`src/rtl/people_move_ctrl.sv`:
```
// Player-character controller: steps the character position on a frame tick after
// checking the screen limits and the stage-1 floor, and builds the sprite ROM address.
//
// state    | meaning
// S_IDLE   | waiting for a tick; latches facing and the candidate position on a keyed tick
// S_CHECK  | registers whether the candidate passes the screen clamp and floor test
// S_COMMIT | applies the candidate if accepted (moving pulses), then back to S_IDLE
module people_move_ctrl #(
    parameter int SPRITE_W = 32,
    parameter int SPRITE_H = 32,
    parameter int STEP     = 2,
    parameter int TICK_DIV = 1666667,
    parameter int INIT_X   = 300,
    parameter int INIT_Y   = 300
) (
    input  logic        clk,
    input  logic        rst,
    input  logic        key_up,
    input  logic        key_down,
    input  logic        key_left,
    input  logic        key_right,
    input  logic [9:0]  x,
    input  logic [9:0]  y,
    output logic [9:0]  people_left_border,
    output logic [9:0]  people_right_border,
    output logic [9:0]  people_up_border,
    output logic [9:0]  people_down_border,
    output logic [13:0] sprite_addr,
    output logic        at_door,
    output logic        moving
);
    localparam int CNT_W = $clog2(TICK_DIV);
    localparam int COL_W = $clog2(SPRITE_W);
    localparam int ROW_W = $clog2(SPRITE_H);
    localparam logic signed [10:0] STEP_S  = 11'(STEP);
    localparam logic signed [10:0] HALF_W  = 11'(SPRITE_W / 2);
    localparam logic signed [10:0] FOOT_DY = 11'(SPRITE_H - 1);
    localparam logic signed [10:0] MAX_X   = 11'(639 - SPRITE_W);
    localparam logic signed [10:0] MAX_Y   = 11'(479 - SPRITE_H);

    typedef enum logic [1:0] {S_IDLE, S_CHECK, S_COMMIT} state_t;
    state_t state, state_nxt;

    logic [CNT_W-1:0] tick_cnt;
    logic             tick;
    logic [9:0]       pos_x, pos_y, pos_x_nxt, pos_y_nxt;
    logic [1:0]       facing, facing_nxt, anim, anim_nxt, dir;
    logic signed [10:0] cand_x, cand_y, cand_x_nxt, cand_y_nxt;
    logic signed [10:0] cand_x_dir, cand_y_dir, pos_xs, pos_ys;
    logic signed [10:0] cfx, cfy, dfx, dfy;
    logic             ok, ok_nxt, key_any, clamp_ok, foot_ok, in_win;
    logic [COL_W-1:0] col;
    logic [ROW_W-1:0] row;

    function automatic logic in_rect(input logic signed [10:0] fx, fy,
                                     input logic signed [10:0] x0, x1, y0, y1);
        return (fx >= x0) && (fx <= x1) && (fy >= y0) && (fy <= y1);
    endfunction

    assign tick = (tick_cnt == CNT_W'(TICK_DIV - 1));

    always_ff @(posedge clk or posedge rst) begin
        if (rst)       tick_cnt <= '0;
        else if (tick) tick_cnt <= '0;
        else           tick_cnt <= tick_cnt + CNT_W'(1);
    end

    assign pos_xs  = {1'b0, pos_x};
    assign pos_ys  = {1'b0, pos_y};
    assign key_any = key_up | key_down | key_left | key_right;

    always_comb begin
        if (key_up)        dir = 2'b00;
        else if (key_down) dir = 2'b01;
        else if (key_left) dir = 2'b10;
        else               dir = 2'b11;
        cand_x_dir = pos_xs;
        cand_y_dir = pos_ys;
        case (dir)
            2'b00: cand_y_dir = pos_ys - STEP_S;
            2'b01: cand_y_dir = pos_ys + STEP_S;
            2'b10: cand_x_dir = pos_xs - STEP_S;
            2'b11: cand_x_dir = pos_xs + STEP_S;
        endcase
    end

    // Signed candidate so a step past 0 fails the clamp instead of wrapping.
    assign clamp_ok = (cand_x >= 11'sd0) && (cand_x <= MAX_X) &&
                      (cand_y >= 11'sd0) && (cand_y <= MAX_Y);
    assign cfx = cand_x + HALF_W;
    assign cfy = cand_y + FOOT_DY;
    assign foot_ok = in_rect(cfx, cfy, 11'sd220, 11'sd320, 11'sd75,  11'sd220) ||
                     in_rect(cfx, cfy, 11'sd350, 11'sd420, 11'sd10,  11'sd220) ||
                     in_rect(cfx, cfy, 11'sd120, 11'sd520, 11'sd220, 11'sd350) ||
                     in_rect(cfx, cfy, 11'sd220, 11'sd420, 11'sd350, 11'sd380) ||
                     in_rect(cfx, cfy, 11'sd250, 11'sd290, 11'sd10,  11'sd80);

    assign dfx     = pos_xs + HALF_W;
    assign dfy     = pos_ys + FOOT_DY;
    assign at_door = in_rect(dfx, dfy, 11'sd250, 11'sd290, 11'sd10, 11'sd80);

    always_comb begin
        state_nxt  = state;
        pos_x_nxt  = pos_x;
        pos_y_nxt  = pos_y;
        facing_nxt = facing;
        anim_nxt   = anim;
        cand_x_nxt = cand_x;
        cand_y_nxt = cand_y;
        ok_nxt     = ok;
        moving     = 1'b0;
        case (state)
            S_IDLE: begin
                if (tick) begin
                    if (key_any) begin
                        facing_nxt = dir;
                        cand_x_nxt = cand_x_dir;
                        cand_y_nxt = cand_y_dir;
                        state_nxt  = S_CHECK;
                    end else begin
                        anim_nxt = 2'd0;
                    end
                end
            end
            S_CHECK: begin
                ok_nxt    = clamp_ok && foot_ok;
                state_nxt = S_COMMIT;
            end
            S_COMMIT: begin
                if (ok) begin
                    pos_x_nxt = cand_x[9:0];
                    pos_y_nxt = cand_y[9:0];
                    anim_nxt  = anim + 2'd1;
                    moving    = 1'b1;
                end
                state_nxt = S_IDLE;
            end
            default: state_nxt = S_IDLE;
        endcase
    end

    always_ff @(posedge clk or posedge rst) begin
        if (rst) begin
            state  <= S_IDLE;
            pos_x  <= 10'(INIT_X);
            pos_y  <= 10'(INIT_Y);
            facing <= 2'b01;
            anim   <= 2'd0;
            cand_x <= '0;
            cand_y <= '0;
            ok     <= 1'b0;
        end else begin
            state  <= state_nxt;
            pos_x  <= pos_x_nxt;
            pos_y  <= pos_y_nxt;
            facing <= facing_nxt;
            anim   <= anim_nxt;
            cand_x <= cand_x_nxt;
            cand_y <= cand_y_nxt;
            ok     <= ok_nxt;
        end
    end

    assign people_left_border  = pos_x;
    assign people_right_border = pos_x + 10'(SPRITE_W);
    assign people_up_border    = pos_y;
    assign people_down_border  = pos_y + 10'(SPRITE_H);

    // Window is (left, right] x (up, down]; the ROM adds the second cycle of latency.
    assign in_win = (x > people_left_border) && (x <= people_right_border) &&
                    (y > people_up_border)   && (y <= people_down_border);
    assign col = COL_W'(x - people_left_border - 10'd1);
    assign row = ROW_W'(y - people_up_border - 10'd1);

    always_ff @(posedge clk or posedge rst) begin
        if (rst)         sprite_addr <= '0;
        else if (in_win) sprite_addr <= 14'({facing, anim, row, col});
        else             sprite_addr <= '0;
    end
endmodule

```
`config.mk`:
```
export PLATFORM = sky130hd
export DESIGN_NAME = people_move_ctrl
export DESIGN_NICKNAME = d
export VERILOG_FILES = /design/src/rtl/people_move_ctrl.sv
export SDC_FILE = /design/constraint.sdc
export NUM_CORES = 1
export LEC_CHECK = 0
export BUFFER_PORTS_ARGS = -buffer_cell sky130_fd_sc_hd__buf_2
export CORE_MARGIN = 2
export CORE_UTILIZATION = 25
export CTS_CLUSTER_DIAMETER = 150
export DETAILED_ROUTE_END_ITERATION = 10
export MAX_ROUTING_LAYER = met4
export PLACE_DENSITY_LB_ADDON = 0.12
export SETUP_SLACK_MARGIN = 0.1
export SYNTH_ARGS = -nofsm -noshare
export SYNTH_HDL_FRONTEND = slang
export SYNTH_SLANG_ARGS = --single-unit
```
`constraint.sdc`:
```
create_clock -name clk -period 5.5 [get_ports clk]
set_clock_uncertainty 0.1 [all_clocks]
set_input_delay 0.825 -clock clk [delete_from_list [all_inputs] [get_ports clk]]
set_output_delay 0.825 -clock clk [all_outputs]
set_load 0.02 [all_outputs]
```
==> results.cfg, run 1 <==
[global_route]
grt_pass1_vias = 5830
wire_length_of_the_first_global_routing_pass_um = 31300
leftover_overflow_at_the_end_of_global_routing = 0
globalRouteTotalUtil = 0.142
grt_max_degree = 54
grt_antenna_before_repair = 2

[setup_path]
r2r-start = people_left_border[1]
timing.critical_path.mode_cell = sky130_fd_sc_hd__a31oi_1
slowest_stage = sky130_fd_sc_hd__dfrtp_1
worst_ep_arrival_time_ns = 3.00
path_class = reg -> out
worstSetupStartpointType = flop
critical_path_required_time_ns = 4.58
critPathBufInv = 2
critical_path.cell_chain = inv_1, ha_1, nand2b_1, and4b_1, o22a_1, nor2_1, a221o_1, o21ai_0, a31oi_1, a31oi_1, nor4b_1, buf_2
endpoint_kind_of_the_worst_setup_timing_path = primary output
cpPeakStageDelay_ns = 0.59
worst_r2r_endpoint = sprite_addr[10]
critical_path.max_fanout = 9
crit_family = simple AND/OR/NAND/NOR gates
worst-r2r-cell-count = 11
reg2reg_slack_ns = 1.99

[logic_synthesis]
yosysTopAreaCell = sky130_fd_sc_hd__dfrtp_1
synth_sequential_area_ratio = 0.313
synth.net_count = 913
ys_top_cells_by_area = sky130_fd_sc_hd__dfrtp_1 (28%), sky130_fd_sc_hd__ha_1 (12%), sky130_fd_sc_hd__o21ai_0 (5.6%)
synth.distinct_cells = 60
synth.cell_area_mm2 = 0.00675
synth.most_common_cell = sky130_fd_sc_hd__nand2_1
netlist.area_leader.share = 0.278
synth-main-ff-cell = sky130_fd_sc_hd__dfrtp_1
ys_async_sr_fraction = 1.00
ys_ff_latch = 84
yosysWarnings = 0
gate_count_after_technology_mapping = 818
top_cell_types_by_occurrence_after_synthesis = sky130_fd_sc_hd__nand2_1 (87), sky130_fd_sc_hd__dfrtp_1 (75), sky130_fd_sc_hd__o21ai_0 (75)
syn_area_per_cell_um2 = 8.25
synth-edff-count = 0

[detailed_routing]
postRouteAntennaNets = 0
vias_per_cell = 4.73
post_drt_wl_per_cell_um = 15.6
detail_route.wirelength_um = 18900
drc = 0
drtIter0Drc = 303
drt_pass1_iterations = 4
route.vias.total = 5731

[power]
leakage_power_figure_nw = 3.55
internal-power_mw = 0.991
post-layout-total-power_mw = 1.35
pwr-share-seq = 0.457
p_switching_mw = 0.364
share_comb_of_total_power = 0.080
sw_frac_of_total = 0.269
clockPowerShare = 0.462
power_density_mw_per_mm2 = 177
irDropWorstVdd_mv = 0.119

[sta]
finalSetupViolCount = 0
finalWorstSetupSlack_ns = 1.58
fin_crit_sh = 0.713
timing.fmax_ghz = 0.255
post-route-min-period_ns = 3.92
totalNegativeSetupSlack_ns = 0
finalHoldViolCount = 0
rsz0062_at_grt = false
timing.final.max_slew_violations = 0
worst_pin_slew_ns = 1.10
slew-limit-headroom = 0.262

[cts]
clock_tree_from_tritoncts = yes
cts_setup_buffers = 0
cts_num_sinks = 84
bufs_on_longest_clock_path = 2
cts_hold_buffers = 0
cts_inserted_buffers = 9
insertion_delay_ns = 0.36
cts-htree-levels = 3
clock_tree.root_cell = sky130_fd_sc_hd__clkbuf_16
clkSlewWorstSetupHoldPaths_ns = 0.07
cts_resized = 0

[run_status]
outcome = completed

[cells_and_area]
layout-drive-gt1-share = 0.136
fin_util = 0.287
layout.filler_cells = 2936
num-nets-final = 959
area_growth_pct = 13.7

[floorplanning]
design.core.area_mm2 = 0.0267
design.portCount = 82
initial_core_util = 0.253
die_w_um = 168
dieArea_mm2 = 0.0283
num_rows = 60
chipHeight_um = 168

[hold_path]
worst_hold_path_ep = facing[0]
worstHoldPathType = reg -> reg
worst_hold_path.num_cells = 2
worst_hold_startpoint = facing[0]

[place]
place.port_buffers = 81
detailedPlace.worstSlack_ns = 1.78
gpl.final_weighted_congestion = 0.806
dp_hpwl_um = 14500

[run]
cap_viol_max_count = 0
[worst max-delay path by stage]
stage / from / to / slack, ns / depth (start not counted)
3_3_place_gp: key_down / cand_x[9] / 1.84 / 14
6_report: people_up_border[1] / at_door / 1.58 / 12
2_1_floorplan: people_up_border[1] / at_door / 1.84 / 11
3_5_place_dp: x[1] / sprite_addr[10] / 1.78 / 11
5_1_grt: people_up_border[1] / at_door / 1.22 / 12
4_1_cts: people_up_border[1] / at_door / 1.48 / 12
[flip-flops by register name, indices dropped and copies added, names as in the netlist]
register            flops
cand_x                 11
ok                      1
tick_cnt               21
sprite_addr            14
facing                  2
cand_y                 11
state                   2
people_left_border     10
anim                    2
people_up_border       10
[per-layer routing]
| metal | vias to the layer above | share of wire | GRT usage |
|---|---|---|---|
| met4 | 0 | 0.010 | 0.0330 |
| li1 | 2980 | - | - |
| met2 | 77 | 0.46 | 0.227 |
| met1 | 2664 | 0.50 | 0.191 |
| met5 | - | 0 | - |
| met3 | 10 | 0.027 | 0.0216 |
[kinds of logic after synthesis]
family,share of synthesized area
and+or+nand+nor,0.216
AOI/OAI and AO/OA,0.174
buffers and inverters,0.0691
DFF,0.313
adders and majority gates,0.132
xor gates and xnor gates,0.0817
muxes,0.0135
[power by group through the flow]
stage          sequential [mW]  combinational (mW)  clock [mW]
2_1_floorplan            0.634              0.0715           0
3_3_place_gp             0.632               0.113           0
3_5_place_dp             0.631               0.111           0
4_1_cts                  0.620               0.112       0.646
5_1_grt                  0.620               0.126       0.675
6_report                 0.620               0.109       0.627
[layout by cell type, fill, tap and decap left out, drive strengths merged, types with 5 or more instances in the layout]
master / n
o21ai: 75
nor3: 22
nor2b: 8
nand2: 87
dfrtp: 75
a21o: 14
clkbuf: 10
a21oi: 50
mux2i: 8
nor3b: 5
nand4: 15
o31ai: 5
buf: 85
xnor2: 35
o21bai: 6
nor2: 48
nand3: 31
o21a: 6
a31oi: 7
ha: 65
xor2: 28
nor4: 10
and3: 13
dfstp: 9
inv: 65
nand2b: 5
or3: 9
o211ai: 7
nand4b: 5
a211oi: 6
[stage by stage]
| stage | hold WS (ns) | area, um2 | instances |
|---|---|---|---|
| 2_1_floorplan | 0.342 | 6750 | 818 |
| 3_3_place_gp | 0.381 | 7380 | 1194 |
| 3_5_place_dp | 0.369 | 7380 | 1194 |
| 4_1_cts | 0.393 | 7670 | 1210 |
| 5_1_grt | 0.441 | 7680 | 1212 |
| 6_report | 0.391 | 7680 | 1212 |
[area by class of cell]
| type | count | area (um2) | share of cell area |
|---|---|---|---|
| sequential | 84 | 2110 | 0.275 |
| inverter | 61 | 231 | 0.0302 |
| tap | 341 | 427 | 0.0556 |
| timing repair buffer | 85 | 435 | 0.0567 |
| clock buffer | 10 | 239 | 0.0311 |
| clock inverter | 6 | 55.1 | 0.00717 |
| antenna | 2 | 5.00 | 0.000652 |
| multi-input combinational | 623 | 4170 | 0.543 |
[worst min-delay path, delay by kind of cell (launching register included)]
kind             cells  cell delay, ns
AND/OR/NAND/NOR      1            0.04
AO/OA/AOI/OAI        1            0.07
flip-flops           1            0.37
Note: power is estimated with default switching activity, not from simulation.
==> run 2: changes to the inputs <==
ABC_AREA = 1   (was default)
clock period = 4.1 ns   (was 5.5 ns; I/O delays follow)
==> results.cfg, run 2 <==
[cells_and_area]
num-nets-final = 1172
layout_commonest_cell = sky130_fd_sc_hd__nand2_1
layout.filler_cells = 3103
final-instance-count-excl-fill = 1460
layout-drive-gt1-share = 0.121
largest_register_ffs = 21
final_cell_mix = sky130_fd_sc_hd__nand2_1 (247), sky130_fd_sc_hd__inv_1 (149), sky130_fd_sc_hd__nor2_1 (110), sky130_fd_sc_hd__buf_2 (81), sky130_fd_sc_hd__dfrtp_1 (75)
fin_util = 0.290
final_area_mm2 = 0.00805
area_growth_pct = 15.0
antenna_cells_inserted = 0
multi_input_area_mm2 = 0.00414
reg.largest.list = tick_cnt: 21 flops, sprite_addr: 14 flops
largest_register = tick_cnt
sequential_cell_area_mm2 = 0.00211

[global_route]
wire_length_of_the_first_global_routing_pass_um = 34400
grt_pass1_vias = 6402
leftover_overflow_at_the_end_of_global_routing = 0
globalRouteTotalUtil = 0.154
grt_antenna_before_repair = 0
grt_max_degree = 71

[logic_synthesis]
synth.most_common_cell = sky130_fd_sc_hd__nand2_1
synth-main-ff-cell = sky130_fd_sc_hd__dfrtp_1
synth_sequential_area_ratio = 0.302
ys_top_cells_by_area = sky130_fd_sc_hd__dfrtp_1 (27%), sky130_fd_sc_hd__nand2_1 (13%), sky130_fd_sc_hd__ha_1 (12%)
netlist.area_leader.share = 0.268
yosysTopAreaCell = sky130_fd_sc_hd__dfrtp_1
ys_async_sr_fraction = 1.00
synth.net_count = 1101
top_cell_types_by_occurrence_after_synthesis = sky130_fd_sc_hd__nand2_1 (247), sky130_fd_sc_hd__inv_1 (150), sky130_fd_sc_hd__nor2_1 (110)
gate_count_after_technology_mapping = 1006
synth.distinct_cells = 44
synth.cell_area_mm2 = 0.00700
yosysWarnings = 0
syn_area_per_cell_um2 = 6.95
ys_ff_latch = 84
synth-edff-count = 0

[sta]
finalHoldViolCount = 0
finalWorstSetupSlack_ns = 0.832
finalSetupViolCount = 0
totalNegativeSetupSlack_ns = 0
fin_crit_sh = 0.797
timing.hold.ws_ns = 0.103
timing.fmax_ghz = 0.306
post-route-min-period_ns = 3.27
slew-limit-headroom = 0.468
rsz0062_at_grt = false
timing.final.max_slew_violations = 0
worst_pin_slew_ns = 0.796

[floorplanning]
chipHeight_um = 171
initial_core_util = 0.253
die_w_um = 171
num_rows = 61
design.core.area_mm2 = 0.0277
dieArea_mm2 = 0.0293
design.portCount = 82

[setup_path]
critical_path_required_time_ns = 3.38
endpoint_kind_of_the_worst_setup_timing_path = primary output
path_class = reg -> out
critical_path.max_fanout = 9
worstSetupStartpointType = flop
reg2reg_slack_ns = 1.17
worst_ep_arrival_time_ns = 2.55

[cts]
insertion_delay_ns = 0.35
cts_resized = 0
cts_num_sinks = 84
cts_hold_buffers = 0
cts_inserted_buffers = 9
bufs_on_longest_clock_path = 2
clock_tree_from_tritoncts = yes
cts-htree-levels = 3
clock_tree.root_cell = sky130_fd_sc_hd__clkbuf_16
clkSlewWorstSetupHoldPaths_ns = 0.07
cts_setup_buffers = 0

[power]
post-layout-total-power_mw = 1.95
leakage_power_figure_nw = 4.17
irDropWorstVdd_mv = 0.156
power_density_mw_per_mm2 = 242

[detailed_routing]
route.vias.total = 6503
post_drt_wl_per_cell_um = 14.2
drc = 0
vias_per_cell = 4.45
detail_route.wirelength_um = 20700
postRouteAntennaNets = 0
drt_pass1_iterations = 5
drtIter0Drc = 360

[run_status]
outcome = completed

[place]
detailed_place.area_mm2 = 0.00777
gpl.final_weighted_congestion = 0.843
post-place-cells = 1444
place.port_buffers = 81
dp_hpwl_um = 16700
detailedPlace.worstSlack_ns = 0.983

[hold_path]
worstHoldPathType = in -> async

[run]
cap_viol_max_count = 0
==> run 2: cell types whose count changed after synthesis, moves of 9 or more <==
cell,delta
sky130_fd_sc_hd__nand2_1,+160
sky130_fd_sc_hd__inv_1,+89
sky130_fd_sc_hd__nor2_1,+62
sky130_fd_sc_hd__nand3_1,+41
sky130_fd_sc_hd__clkbuf_1,-29
sky130_fd_sc_hd__xnor2_1,-29
sky130_fd_sc_hd__o21ai_0,-18
sky130_fd_sc_hd__and3_1,-13
sky130_fd_sc_hd__a21o_1,-12
sky130_fd_sc_hd__or3_1,-9
==> run 2: final cells by class <==
cell class                      instances  share of cell area
Multi-Input combinational cell        740               0.515
Clock inverter                          7             0.00638
Tap cell                              378              0.0588
Clock buffer                            9              0.0280
Inverter                              156              0.0729
Timing Repair Buffer                   86              0.0566
Sequential cell                        84               0.263
==> run 2: per-layer routing <==
metal / global-route usage / vias to the layer above / wire length [um] / share of wire
met1: 0.213 / 2984 / 10600 / 0.51
met5: - / - / 0 / 0
met3: 0.0161 / 11 / 634 / 0.031
met2: 0.244 / 89 / 9310 / 0.45
li1: - / 3419 / - / -
met4: 0.0321 / 0 / 187 / 0.0090
==> run 2: cells by family after synthesis <==
group	count (synthesis)	synth area share
AO/OA/AOI/OAI	153	0.127
XOR/XNOR	26	0.0325
adder cells (fa/ha/maj)	69	0.128
buffers and inverters	182	0.106
flip-flops	84	0.302
AND/OR/NAND/NOR	492	0.305
==> run 2: final timing paths <==
path	start	to	depth (start not counted)
worst max register to register	people_up_border[1]	sprite_addr[1]	12
worst min-delay path	rst	sprite_addr[6]	2
min in group clk	facing[0]	sprite_addr[12]	2
max in group asynchronous	rst	people_left_border[3]	3
worst min register to register	facing[0]	sprite_addr[12]	2
worst max-delay path	people_left_border[4]	at_door	8
==> run 2: worst max-delay path, cell delays in order, from the launching register on <==
cell	delay [ns]
sky130_fd_sc_hd__dfrtp_1	0.54
sky130_fd_sc_hd__inv_1	0.19
sky130_fd_sc_hd__ha_1	0.34
sky130_fd_sc_hd__o31ai_1	0.31
sky130_fd_sc_hd__nand4_1	0.13
sky130_fd_sc_hd__inv_1	0.07
sky130_fd_sc_hd__o2111ai_1	0.16
sky130_fd_sc_hd__nor3_1	0.24
sky130_fd_sc_hd__buf_2	0.21
==> run 2: where the power goes <==
part | internal (mW) | switching [mW]
logic | 0.0953 | 0.191
clock network | 0.415 | 0.386
registers | 0.845 | 0.0191
